$ cat src/rtl/id_branch_redirect.sv
`timescale 1ns/1ps
// id_branch_redirect: owns the fetch PC and IF/ID register. It holds ID while branch/jr operands
// are still in flight, then redirects fetch. Define BRANCH_DELAY_SLOT_EN to keep the delay slot.
module id_branch_redirect #(
    parameter logic [31:0] RESET_PC  = 32'h0000_0000,
    parameter logic [31:0] NOP_INSTR = 32'h0000_0000
) (
    input  logic        clk,
    input  logic        rstn,
    input  logic [31:0] im_instr,
    input  logic        ext_stall,
    input  logic        id_br_op,
    input  logic        id_branch,
    input  logic        id_jump,
    input  logic        id_jr,
    input  logic [4:0]  id_rs,
    input  logic [4:0]  id_rt,
    input  logic [31:0] id_jr_target,
    input  logic        ex_regwrite,
    input  logic        ex_memread,
    input  logic [4:0]  ex_rd,
    input  logic        mem_memread,
    input  logic [4:0]  mem_rd,
    output logic [31:0] o_pc,
    output logic [31:0] if_id_pc,
    output logic [31:0] if_id_instr,
    output logic        if_id_valid,
    output logic        o_stall,
    output logic        o_idex_bubble,
    output logic        o_redirect
);

    typedef enum logic {
        ST_RUN,
        ST_STALL
    } state_t;

    state_t      state_q, state_d;
    logic [1:0]  cnt_q, cnt_d;
    logic [31:0] pc_q, pc_d;
    logic [31:0] if_id_pc_q, if_id_pc_d;
    logic [31:0] if_id_instr_q, if_id_instr_d;
    logic        if_id_valid_q, if_id_valid_d;

    logic        stall, bubble, redirect;
    logic        hazard_eval, ex_hit, mem_hit;
    logic [1:0]  need;
    logic [31:0] seq_pc, br_target, j_target, redir_target;
    logic        redir_cond;

    // Register 0 is hardwired to zero, so a write to it can never be a hazard.
    function automatic logic reads_reg(input logic [4:0] rd, input logic [4:0] rs,
                                       input logic [4:0] rt, input logic use_rt);
        return (rd != 5'd0) && ((rd == rs) || (use_rt && (rd == rt)));
    endfunction

    // NOTE: every signal driven from always_comb gets a default first, so no path infers a latch.
    always_comb begin
        hazard_eval = (state_q == ST_RUN) && if_id_valid_q && (id_br_op || id_jr);
        ex_hit      = reads_reg(ex_rd, id_rs, id_rt, id_br_op);
        mem_hit     = reads_reg(mem_rd, id_rs, id_rt, id_br_op);
        need        = 2'd0;
        if (hazard_eval) begin
            if (ex_memread && ex_hit) begin
                need = 2'd2;
            end else if ((ex_regwrite && ex_hit) || (mem_memread && mem_hit)) begin
                need = 2'd1;
            end
        end
    end

    assign seq_pc     = if_id_pc_q + 32'd4;
    assign br_target  = seq_pc + {{14{if_id_instr_q[15]}}, if_id_instr_q[15:0], 2'b00};
    assign j_target   = {seq_pc[31:28], if_id_instr_q[25:0], 2'b00};
    assign redir_cond = if_id_valid_q && ((id_br_op && id_branch) || id_jump || id_jr);

    always_comb begin
        if (id_jr) begin
            redir_target = id_jr_target;
        end else if (id_jump) begin
            redir_target = j_target;
        end else begin
            redir_target = br_target;
        end
    end

    always_comb begin
        state_d       = state_q;
        cnt_d         = cnt_q;
        pc_d          = pc_q;
        if_id_pc_d    = if_id_pc_q;
        if_id_instr_d = if_id_instr_q;
        if_id_valid_d = if_id_valid_q;
        stall         = 1'b0;
        bubble        = 1'b0;
        redirect      = 1'b0;
        unique case (state_q)
            ST_STALL: begin
                // Hazard inputs are deliberately ignored here; the counter alone ends the stall.
                stall  = 1'b1;
                bubble = 1'b1;
                if (cnt_q > 2'd1) begin
                    cnt_d = cnt_q - 2'd1;
                end else begin
                    cnt_d   = 2'd0;
                    state_d = ST_RUN;
                end
            end
            ST_RUN: begin
                if (ext_stall) begin
                    stall = 1'b1;
                end else if (need != 2'd0) begin
                    stall  = 1'b1;
                    bubble = 1'b1;
                    cnt_d  = need - 2'd1;
                    if (need == 2'd2) begin
                        state_d = ST_STALL;
                    end
                end else if (redir_cond) begin
                    redirect   = 1'b1;
                    pc_d       = redir_target;
                    if_id_pc_d = pc_q;
`ifdef BRANCH_DELAY_SLOT_EN
                    if_id_instr_d = im_instr;
                    if_id_valid_d = 1'b1;
`else
                    if_id_instr_d = NOP_INSTR;
                    if_id_valid_d = 1'b0;
`endif
                end else begin
                    pc_d          = pc_q + 32'd4;
                    if_id_pc_d    = pc_q;
                    if_id_instr_d = im_instr;
                    if_id_valid_d = 1'b1;
                end
            end
        endcase
    end

    // NOTE: sequential state uses non-blocking assignments so every flop samples pre-edge values.
    always_ff @(posedge clk or negedge rstn) begin
        if (!rstn) begin
            state_q       <= ST_RUN;
            cnt_q         <= 2'd0;
            pc_q          <= RESET_PC;
            if_id_pc_q    <= 32'h0000_0000;
            if_id_instr_q <= NOP_INSTR;
            if_id_valid_q <= 1'b0;
        end else begin
            state_q       <= state_d;
            cnt_q         <= cnt_d;
            pc_q          <= pc_d;
            if_id_pc_q    <= if_id_pc_d;
            if_id_instr_q <= if_id_instr_d;
            if_id_valid_q <= if_id_valid_d;
        end
    end

    assign o_pc          = pc_q;
    assign if_id_pc      = if_id_pc_q;
    assign if_id_instr   = if_id_instr_q;
    assign if_id_valid   = if_id_valid_q;
    // Control outputs are quiet while reset is held, whatever ext_stall is doing.
    assign o_stall       = rstn && stall;
    assign o_idex_bubble = rstn && bubble;
    assign o_redirect    = rstn && redirect;

    a_stall_cnt_one: assert property (@(posedge clk) disable iff (!rstn)
        (state_q == ST_STALL) |-> (cnt_q == 2'd1));
    a_redirect_not_stalled: assert property (@(posedge clk) disable iff (!rstn)
        !(o_redirect && o_stall));

endmodule
$ cat config.mk
export PLATFORM = sky130hd
export DESIGN_NAME = id_branch_redirect
export DESIGN_NICKNAME = d
export VERILOG_FILES = /design/src/rtl/id_branch_redirect.sv
export SDC_FILE = /design/constraint.sdc
export NUM_CORES = 1
export LEC_CHECK = 0
export BUFFER_PORTS_ARGS = -buffer_cell sky130_fd_sc_hd__buf_2
export CAP_MARGIN = 5
export CELL_PAD_IN_SITES_DETAIL_PLACEMENT = 0
export CELL_PAD_IN_SITES_GLOBAL_PLACEMENT = 2
export CORE_UTILIZATION = 33
export CTS_BUF_LIST = sky130_fd_sc_hd__clkbuf_2
export CTS_CLUSTER_SIZE = 10
export DETAILED_ROUTE_END_ITERATION = 6
export MAX_ROUTING_LAYER = met4
export PLACE_DENSITY_LB_ADDON = 0.1
export SLEW_MARGIN = 30
export SYNTH_ARGS = -nofsm -noshare
export SYNTH_HDL_FRONTEND = slang
export SYNTH_SLANG_ARGS = --single-unit
$ cat constraint.sdc
create_clock -name clk -period 11.22 [get_ports clk]
set_input_delay 0 -clock clk [delete_from_list [all_inputs] [get_ports clk]]
set_output_delay 0 -clock clk [all_outputs]
set_load 0.05 [all_outputs]
==> flow_metrics.env, run 1 <==
export IMPL_status="finished, violations left"
export IMPL_violations="DRC"
export IMPL_fin_worst_skew_ns=0.0308
export IMPL_cts_resized=0
export IMPL_grt_use_total_pct=26.1
export IMPL_drive_gt1_share_pct=19.0
export IMPL_finalSetupTns_ns=0
export IMPL_viasPerCell=5.35
export IMPL_grt_first_pass_wirelength_um=46000
export IMPL_die_area_mm2=0.0231
export IMPL_portBuffers=193
export IMPL_hold_viol_final=0
export IMPL_r2r_end="o_pc[30]"
export IMPL_post_route_util_pct=44.2
export IMPL_reg2reg_depth=13
export IMPL_worstPathMaxFanout=8
export IMPL_synth_flop_cell="dfrtp_1"
export IMPL_maxCapViolCount=0
export IMPL_cts_clk_slew_worst_paths_ns=0.31
export IMPL_post_route_min_period_ns=4.49
export IMPL_placed_area_mm2=0.00863
export IMPL_antenna_found_initial=1
export IMPL_setup_viol=0
export IMPL_first_global_vias=8031
export IMPL_gp_congestion=0.950
export IMPL_cp_common_cell="a21o_1"
export IMPL_drt_pre_antenna_iters=7
export IMPL_async_flop_share_pct=100
export IMPL_post_route_period_util_pct=40.0
export IMPL_cellLeakagePower_nw=4.47
export IMPL_clock_sinks=100
export IMPL_rsz0062_at_grt="false"
export IMPL_rows=54
export IMPL_cp_startpoint="if_id_pc[4]"
export IMPL_worst_setup_path_end_kind="register"
export IMPL_vias=8037
export IMPL_syn_area_mm2=0.00744
export IMPL_worst_slew_pin_slew_ns=0.951
export IMPL_reg2reg_from="if_id_pc[4]"
export IMPL_design_area_mm2=0.00971
export IMPL_holdCritPathClass="input port to register"
export IMPL_max_stage_delay_ns=0.77
export IMPL_drt_initial_drc_count=426
export IMPL_drc_errors=12
export IMPL_fp_dieH_um=152
export IMPL_power_total_mw=2.09
export IMPL_max_slew_margin_pct=36.5
export IMPL_cp_slowest_cell="nor3_1"
export IMPL_powerDensity_mw_per_mm2=215
export IMPL_ys_warnings_count=0
export IMPL_cp_cell_sequence="and4_1 -> nand4_1 -> nor3_1 -> xor2_1 -> ha_1 -> a21o_1 -> a21o_1 -> a211o_1 -> a31o_2 -> a211oi_1 -> xnor2_1 -> a21oi_1 -> a311oi_1"
export IMPL_required_ns=11.78
export IMPL_clock_latency_ns=0.63
export IMPL_fp_coreArea_mm2=0.0220
export IMPL_cts_tree="yes"
export IMPL_syn_inst=960
export IMPL_layout_nets=1350
export IMPL_cts_max_level=3
export IMPL_initial_core_util_pct=33.9
export IMPL_syn_avg_cell_area_um2=7.75
export IMPL_grt_ovfl_total=0
export IMPL_cts_root_buf="clkbuf_2"
export IMPL_die_w_um=152
export IMPL_synth_edff_count=0
export IMPL_fmax_mhz=223
export IMPL_timing_hold_ws_ns=0.0416
export IMPL_dp_final_hpwl_um=20600
export IMPL_worstSetupPathType="register to register"
export IMPL_numCtsBuffers=9
export IMPL_worstPathArrival_ns=5.05
export IMPL_grt_max_degree=90
export IMPL_cts_path_max_buffers=2
export IMPL_max_vdd_ir_drop_mv=0.104
export IMPL_routed_wl_um=28900
export IMPL_wl_per_cell_um=19.3
export IMPL_antenna_left=0
export IMPL_slew_viol_final=0
export IMPL_r2r_setup_slack_ns=6.73
export IMPL_synthDistinctLibCells=63
export IMPL_ys_seq_area_share_pct=33.7
export IMPL_synth_nets=1093
export IMPL_ios=194
export IMPL_endpoint="o_pc[30]"
export IMPL_ys_ff_latch=100
export IMPL_area_growth_pct=30.5
export IMPL_critPathLaunchType="register"
==> stage by stage <==
step | setup slack (ns) | std cells
2_1_floorplan | 7.14 | 960
3_3_place_gp | 6.77 | 1392
3_5_place_dp | 6.80 | 1392
4_1_cts | 6.70 | 1502
5_1_grt | 6.47 | 1503
6_report | 6.73 | 1503
==> worst min-delay path by stage <==
stage                      endpoint  cells after the start   from
floorplan                  cnt_q[0]                      0   rstn
global placement    if_id_instr[28]                      1   rstn
detailed placement  if_id_instr[28]                      1   rstn
CTS                        o_pc[15]                      3  id_jr
global route               o_pc[18]                      4  id_jr
finish                     o_pc[15]                      3  id_jr
==> cell type report <==
cell class	count	area, um2
Antenna cell	1	2.50
Clock buffer	11	55.1
Clock inverter	5	52.6
Fill cell	2313	12300
Inverter	12	45.0
Multi-Input combinational cell	801	4720
Sequential cell	100	2500
Tap cell	280	350
Timing Repair Buffer	293	1980
==> registers in the layout, indices dropped and copies added, names as in the netlist <==
name	cells
if_id_valid	1
if_id_instr	32
if_id_pc	32
state_q	1
o_pc	32
cnt_q	2
==> kinds of logic (layout without fill, tap and decap cells) <==
kind of cell	after synthesis	in the layout	synth area share, %
AND/OR/NAND/NOR	413	413	24.8
AO/OA/AOI/OAI	263	263	21.6
flip-flops	100	100	33.7
XOR/XNOR	76	76	8.95
buffers and inverters	59	321	2.98
adder cells (fa/ha/maj)	39	39	6.66
multiplexers	10	10	1.38
other	0	1	0
==> cells in the final DEF (no fill, tap or decap), drive strengths merged, types with 5 or more instances in the layout <==
master         n
clkbuf        11
ha            38
nand2        230
o21a           5
o21ai         96
mux2i          8
o22ai         12
nand2b         6
xnor2         43
a21oi         65
a31oi          7
a211oi        10
nor4           5
nand3         33
a21o          11
nand4         22
xor2          33
inv           12
and3          10
dlygate4sd3   93
nor2          64
buf          200
a221oi         6
dfrtp        100
o211ai        11
nor3          16
and2           5
==> synthesized netlist by cell type, types with 3 or more instances <==
master	number	area share (%)
a211o_1	3	0.35
a211oi_1	10	1.0
a21o_1	11	1.1
a21oi_1	65	4.4
a221oi_1	5	0.59
a22oi_1	4	0.40
a31o_2	3	0.35
a31oi_1	7	0.59
and2_1	4	0.34
and3_1	10	0.84
and4_1	3	0.35
clkbuf_1	46	2.3
dfrtp_1	100	34
ha_1	38	6.4
inv_1	12	0.61
mux2i_1	8	1.1
nand2_1	230	12
nand2b_1	6	0.50
nand3_1	33	2.2
nand4_1	21	1.8
nor2_1	64	3.2
nor2b_1	4	0.34
nor3_1	16	1.1
nor3b_1	3	0.30
nor4_1	3	0.25
o2111ai_1	3	0.35
o211ai_1	11	1.1
o21a_1	5	0.50
o21ai_0	96	6.5
o22ai_1	12	1.0
o31ai_1	4	0.40
or2_2	3	0.25
xnor2_1	43	5.1
xor2_1	33	3.9
==> per-layer routing <==
metal	up-vias	global-route usage [%]	part of all wire, %
met4	0	5.10	1.3
li1	3922	-	-
met5	-	-	0
met1	3886	34.1	45
met3	21	4.22	5.2
met2	208	42.7	48
==> worst max-delay path: cells and delay by family (launching register included) <==
family	cells	cell delay, ns
flip-flops	1	0.54
AO/OA/AOI/OAI	7	1.67
AND/OR/NAND/NOR	3	1.42
adder cells (fa/ha/maj)	1	0.45
XOR/XNOR	2	0.34
==> what timing repair did <==
action                                 4_1_cts  5_1_grt
setup buffers                                0        0
hold buffers                                94        0
endpoints found under the hold margin      122        0
==> power by group <==
| part | internal, mW | switching (mW) | total, mW |
|---|---|---|---|
| registers | 0.467 | 0.193 | 0.660 |
| clock network | 0.0515 | 0.137 | 0.189 |
| logic | 0.381 | 0.858 | 1.24 |
Power figures use the tool's default switching activity.
==> run 2: changes to the inputs <==
ABC_AREA = 1   (was not set)
CORE_UTILIZATION = 27   (was 33)
clock period = 4 ns   (was 11.22 ns; I/O delays follow)
==> flow_metrics.env, run 2 <==
export IMPL_ios=194
export IMPL_syn_inst=1217
export IMPL_powerDensity_mw_per_mm2=549
export IMPL_cp_startpoint="if_id_pc[14]"
export IMPL_cp_slowest_cell="dfrtp_1"
export IMPL_cts_clk_slew_worst_paths_ns=0.36
export IMPL_path_delay_family="simple AND/OR/NAND/NOR gates"
export IMPL_syn_avg_cell_area_um2=6.76
export IMPL_ys_warnings_count=0
export IMPL_rsz0062_at_grt="false"
export IMPL_r2r_setup_slack_ns=0.28
export IMPL_grt_ovfl_total=0
export IMPL_drc_errors=0
export IMPL_syn_area_mm2=0.00822
export IMPL_antenna_found_initial=1
export IMPL_worstPathMaxFanout=7
export IMPL_numCtsBuffers=9
export IMPL_synth_nets=1350
export IMPL_worst_setup_path_end_kind="register"
export IMPL_layout_nets=1617
export IMPL_timing_hold_ws_ns=0.0524
export IMPL_dp_final_hpwl_um=28200
export IMPL_placed_area_mm2=0.00966
export IMPL_r2r_end="o_pc[26]"
export IMPL_grt_max_degree=80
export IMPL_synthTopCellsByArea="dfrtp_1, nand2_1, inv_1"
export IMPL_max_slew_margin_pct=43.5
export IMPL_first_global_vias=8985
export IMPL_holdCritPathClass="input port to register"
export IMPL_yosysTopAreaCellShare_pct=30.4
export IMPL_finalSetupTns_ns=0
export IMPL_post_route_period_util_pct=93.0
export IMPL_synthDistinctLibCells=47
export IMPL_yosysMostFrequentCell="nand2_1"
export IMPL_viasPerCell=4.80
export IMPL_clock_latency_ns=0.66
export IMPL_critPathLaunchType="register"
export IMPL_antenna_left=0
export IMPL_rows=63
export IMPL_grt_use_total_pct=24.4
export IMPL_die_w_um=177
export IMPL_grt_first_pass_wirelength_um=54600
export IMPL_final_common_cell="nand2_1"
export IMPL_fp_coreArea_mm2=0.0298
export IMPL_slew_viol_final=0
export IMPL_ys_ff_latch=100
export IMPL_reg2reg_depth=17
export IMPL_cellLeakagePower_nw=5.40
export IMPL_routed_wl_um=36100
export IMPL_ys_top_cells_by_count="nand2_1, inv_1, dfrtp_1"
export IMPL_maxCapViolCount=0
export IMPL_cts_root_buf="clkbuf_2"
export IMPL_initial_core_util_pct=27.6
export IMPL_vias=9019
export IMPL_synth_edff_count=0
export IMPL_portBuffers=193
export IMPL_drive_gt1_share_pct=18.3
export IMPL_required_ns=4.62
export IMPL_wl_per_cell_um=19.2
export IMPL_hp_start="im_instr[3]"
export IMPL_fp_dieH_um=177
export IMPL_cts_max_level=3
export IMPL_whs_endpoint="if_id_instr[3]"
export IMPL_area_growth_pct=29.6
export IMPL_power_total_mw=5.85
export IMPL_ys_seq_area_share_pct=30.4
export IMPL_gp_congestion=0.884
export IMPL_post_route_min_period_ns=3.72
export IMPL_setup_viol=0
export IMPL_synth_flop_cell="dfrtp_1"
export IMPL_hold_viol_final=0
export IMPL_clock_sinks=100
export IMPL_cp_cell_sequence="nand2_1 -> nor2_2 -> nand2_1 -> nor2_1 -> nand2_1 -> xnor2_2 -> ha_1 -> a21oi_1 -> o21ai_0 -> a21oi_1 -> nand3_1 -> nand2_1 -> nand3_1 -> nand2_1 -> nand3_1 -> dlygate4sd3_1 -> nand2_1"
export IMPL_drt_initial_drc_count=503
export IMPL_drt_pre_antenna_iters=5
export IMPL_fin_worst_skew_ns=0.0625
export IMPL_design_area_mm2=0.0107
export IMPL_min_path_cells=4
export IMPL_layout_common_cells="nand2_1, buf_2, inv_1"
export IMPL_worstPathArrival_ns=4.34
export IMPL_status="complete, no violations"
export IMPL_cts_tree="yes"
export IMPL_critPathBufInv=1
export IMPL_cp_common_cell="nand2_1"
export IMPL_reg2reg_from="if_id_pc[14]"
export IMPL_worstSetupPathType="register to register"
export IMPL_async_flop_share_pct=100
export IMPL_post_route_util_pct=35.8
export IMPL_worst_slew_pin_slew_ns=0.848
export IMPL_yosysTopAreaCell="dfrtp_1"
export IMPL_max_stage_delay_ns=0.69
export IMPL_cts_path_max_buffers=2
export IMPL_die_area_mm2=0.0312
export IMPL_fmax_mhz=269
export IMPL_max_vdd_ir_drop_mv=0.257
-- run 2: cell count changes after synthesis, moves of 12 or more --
cell      delta
nand3_1     +44
a21oi_1     -16
a221oi_1    +12
a22o_1      +19
buf_2       +15
clkbuf_1    -31
nand2_1    +140
xnor2_1     -20
nor2_1      +20
inv_1      +141
-- run 2: what timing repair did --
action	4_1_cts	5_1_grt
setup endpoints to repair	0	3
hold endpoints to repair	177	0
resized for setup	0	8
buffers inserted	0	1
hold buffers	83	0
-- run 2: kinds of logic after synthesis --
group	Yosys count	synth area share, %
xor+xnor	52	5.54
simple gates	627	33.9
buf+inv	195	9.19
compound gates	204	14.9
flops	100	30.4
fa+ha+maj	39	6.03
-- run 2: final cells by class --
cell class,instances,area [um2]
antenna,1,2.50
clock buffer,9,45.0
clock inverter,7,72.6
fill,3360,19100
inverter,160,602
multi-input combinational,922,4990
sequential,100,2510
tap,390,488
timing repair buffer,291,1950
-- run 2: routing by layer --
| layer | track usage, % | up-vias | share of wire (%) |
|---|---|---|---|
| met5 | - | - | 0 |
| met4 | 4.71 | 0 | 1.2 |
| met3 | 2.41 | 25 | 3.7 |
| met2 | 38.9 | 212 | 47 |
| met1 | 33.4 | 4255 | 48 |
| li1 | - | 4527 | - |
-- run 2: worst reg2reg max path, cell delays in order, from the launching register on --
cell	delay (ns)
dfrtp_1	0.69
nand2_1	0.12
nor2_2	0.18
nand2_1	0.11
nor2_1	0.19
nand2_1	0.13
xnor2_2	0.22
ha_1	0.29
a21oi_1	0.22
o21ai_0	0.18
a21oi_1	0.20
nand3_1	0.10
nand2_1	0.06
nand3_1	0.16
nand2_1	0.17
nand3_1	0.08
dlygate4sd3_1	0.57
nand2_1	0.06
-- run 2: how the worst max path moves through the flow --
stage	slack (ns)	depth (start not counted)	end
3_3_place_gp	0.31	18	o_pc[28]
5_1_grt	0.01	17	o_pc[26]
4_1_cts	0.20	19	o_pc[26]
2_1_floorplan	0.73	18	o_pc[28]
3_5_place_dp	0.34	18	o_pc[28]
6_report	0.28	17	o_pc[26]
-- run 2: stage by stage --
step / worst slack [ns] / cells
6_report: 0.280 / 1880
5_1_grt: 0.0131 / 1880
4_1_cts: 0.203 / 1878
3_5_place_dp: 0.337 / 1779
3_3_place_gp: 0.312 / 1778
2_1_floorplan: 0.732 / 1217
-- run 2: where the power goes --
part           switching (mW)  total (mW)  internal (mW)
registers               0.483        1.77           1.28
clock network           0.417       0.564          0.147
logic                    2.54        3.52          0.986
==> run 3: changes to the inputs <==
REMOVE_ABC_BUFFERS = 1   (was not set)
==> flow_metrics.env, run 3 (synthesis gave the netlist of run 2 again) <==
export IMPL_grt_first_pass_wirelength_um=53300
export IMPL_required_ns=4.59
export IMPL_viasPerCell=4.78
export IMPL_placed_area_mm2=0.00964
export IMPL_gp_congestion=0.872
export IMPL_slew_viol_final=0
export IMPL_design_area_mm2=0.0108
export IMPL_setup_viol=0
export IMPL_post_route_util_pct=36.4
export IMPL_worst_slew_pin_slew_ns=0.878
export IMPL_status="complete, no violations"
export IMPL_dp_final_hpwl_um=27100
export IMPL_r2r_setup_slack_ns=0.35
export IMPL_die_area_mm2=0.0312
export IMPL_final_common_cell="nand2_1"
export IMPL_grt_max_degree=80
export IMPL_worst_slack_ns=0.348
export IMPL_worstPathArrival_ns=4.25
export IMPL_post_route_period_util_pct=91.3
export IMPL_worstSetupPathType="register to register"
export IMPL_hold_viol_final=0
export IMPL_critPathLaunchType="register"
export IMPL_grt_use_total_pct=23.7
export IMPL_first_global_vias=8992
export IMPL_layout_common_cells="nand2_1, buf_2, inv_1"
export IMPL_vias=9078
export IMPL_clock_latency_ns=0.68
export IMPL_drive_gt1_share_pct=17.8
export IMPL_fp_coreArea_mm2=0.0298
export IMPL_dp_cells=1778
export IMPL_drt_initial_drc_count=635
export IMPL_timing_hold_ws_ns=0.0533
export IMPL_holdCritPathClass="input port to register"
export IMPL_maxCapViolCount=0
export IMPL_cts_path_max_buffers=2
export IMPL_grt_ovfl_total=0
export IMPL_drt_pre_antenna_iters=7
export IMPL_max_slew_margin_pct=41.5
export IMPL_critPathBufInv=2
export IMPL_cts_clk_slew_worst_paths_ns=0.37
export IMPL_cts_max_level=3
export IMPL_drc_errors=0
export IMPL_fin_cells=1901
export IMPL_worstPathMaxFanout=5
export IMPL_ios=194
export IMPL_max_vdd_ir_drop_mv=0.213
export IMPL_fp_dieH_um=177
export IMPL_initial_core_util_pct=27.6
export IMPL_path_delay_family="simple AND/OR/NAND/NOR gates"
export IMPL_wl_per_cell_um=18.6
export IMPL_clock_sinks=100
export IMPL_die_w_um=177
export IMPL_cp_common_cell="nand2_1"
export IMPL_antenna_found_initial=2
export IMPL_pre_cts_ws_ns=0.307
export IMPL_reg2reg_from="if_id_pc[3]"
export IMPL_layout_nets=1637
export IMPL_powerDensity_mw_per_mm2=536
export IMPL_rows=63
export IMPL_routed_wl_um=35400
export IMPL_antenna_left=0
export IMPL_cellLeakagePower_nw=5.51
export IMPL_post_route_min_period_ns=3.65
export IMPL_power_total_mw=5.81
export IMPL_worst_setup_path_end_kind="register"
export IMPL_rsz0062_at_grt="false"
export IMPL_nFillCells=3303
export IMPL_cts_tree="yes"
export IMPL_fin_worst_skew_ns=0.0409
export IMPL_max_stage_delay_ns=0.58
export IMPL_cp_slowest_cell="dlygate4sd3_1"
export IMPL_numCtsBuffers=9
export IMPL_portBuffers=193
export IMPL_cp_startpoint="if_id_pc[3]"
export IMPL_area_growth_pct=32.0
export IMPL_finalSetupTns_ns=0
export IMPL_cts_root_buf="clkbuf_2"
export IMPL_hp_start="id_jr"
export IMPL_fmax_mhz=274
export IMPL_cp_cell_sequence="ha_1 -> nand4_1 -> nor3_2 -> nand2_1 -> xor2_1 -> inv_1 -> ha_1 -> nand2_1 -> nor3_1 -> nand2_1 -> nand2_1 -> xor2_1 -> o21ai_0 -> dlygate4sd3_1 -> nand2_1 -> nand2_1"
run 3: area by class of cell:
type	instances	area, um2	area share, %
multi-input cells	922	4990	46.0
flip-flops and latches	100	2500	23.1
repair buffers	311	2140	19.8
inverters	160	602	5.55
well taps	390	488	4.50
clock inverters	7	70.1	0.646
clock buffers	9	45.0	0.415
diodes	2	5.00	0.0461
run 3: path summary, 6_finish.rpt:
path,to,cells past startpoint
worst max-delay path,o_pc[19],16
worst min-delay path,o_pc[31],6
worst max register to register,o_pc[19],16
worst min register to register,if_id_pc[0],2
max in group asynchronous,if_id_instr[17],4
min in group asynchronous,if_id_instr[26],4
run 3: worst register-to-register path, delay by kind of cell (launching register included):
family	cells	cell delay, ns
AO/OA/AOI/OAI	1	0.11
buffers and inverters	2	0.67
adder cells (fa/ha/maj)	2	0.54
flip-flops	1	0.50
AND/OR/NAND/NOR	9	1.29
XOR/XNOR	2	0.45
run 3: power by group:
group	internal [mW]	total, mW	switching (mW)
clock	0.103	0.557	0.453
sequential	1.28	1.73	0.453
combinational	1.00	3.52	2.52
run 3: timing repair:
item / CTS / global route
setup endpoints to repair: 0 / 5
resized for setup: 0 / 5
hold endpoints to repair: 125 / 4
setup buffers: 0 / 1
hold buffers: 100 / 4
run 3: layer usage:
metal	global-route usage [%]	vias up	wire (um)
met2	36.9	245	16200
met4	5.21	0	524
li1	-	4572	-
met3	3.10	29	1480
met5	-	-	0
met1	32.6	4232	17200
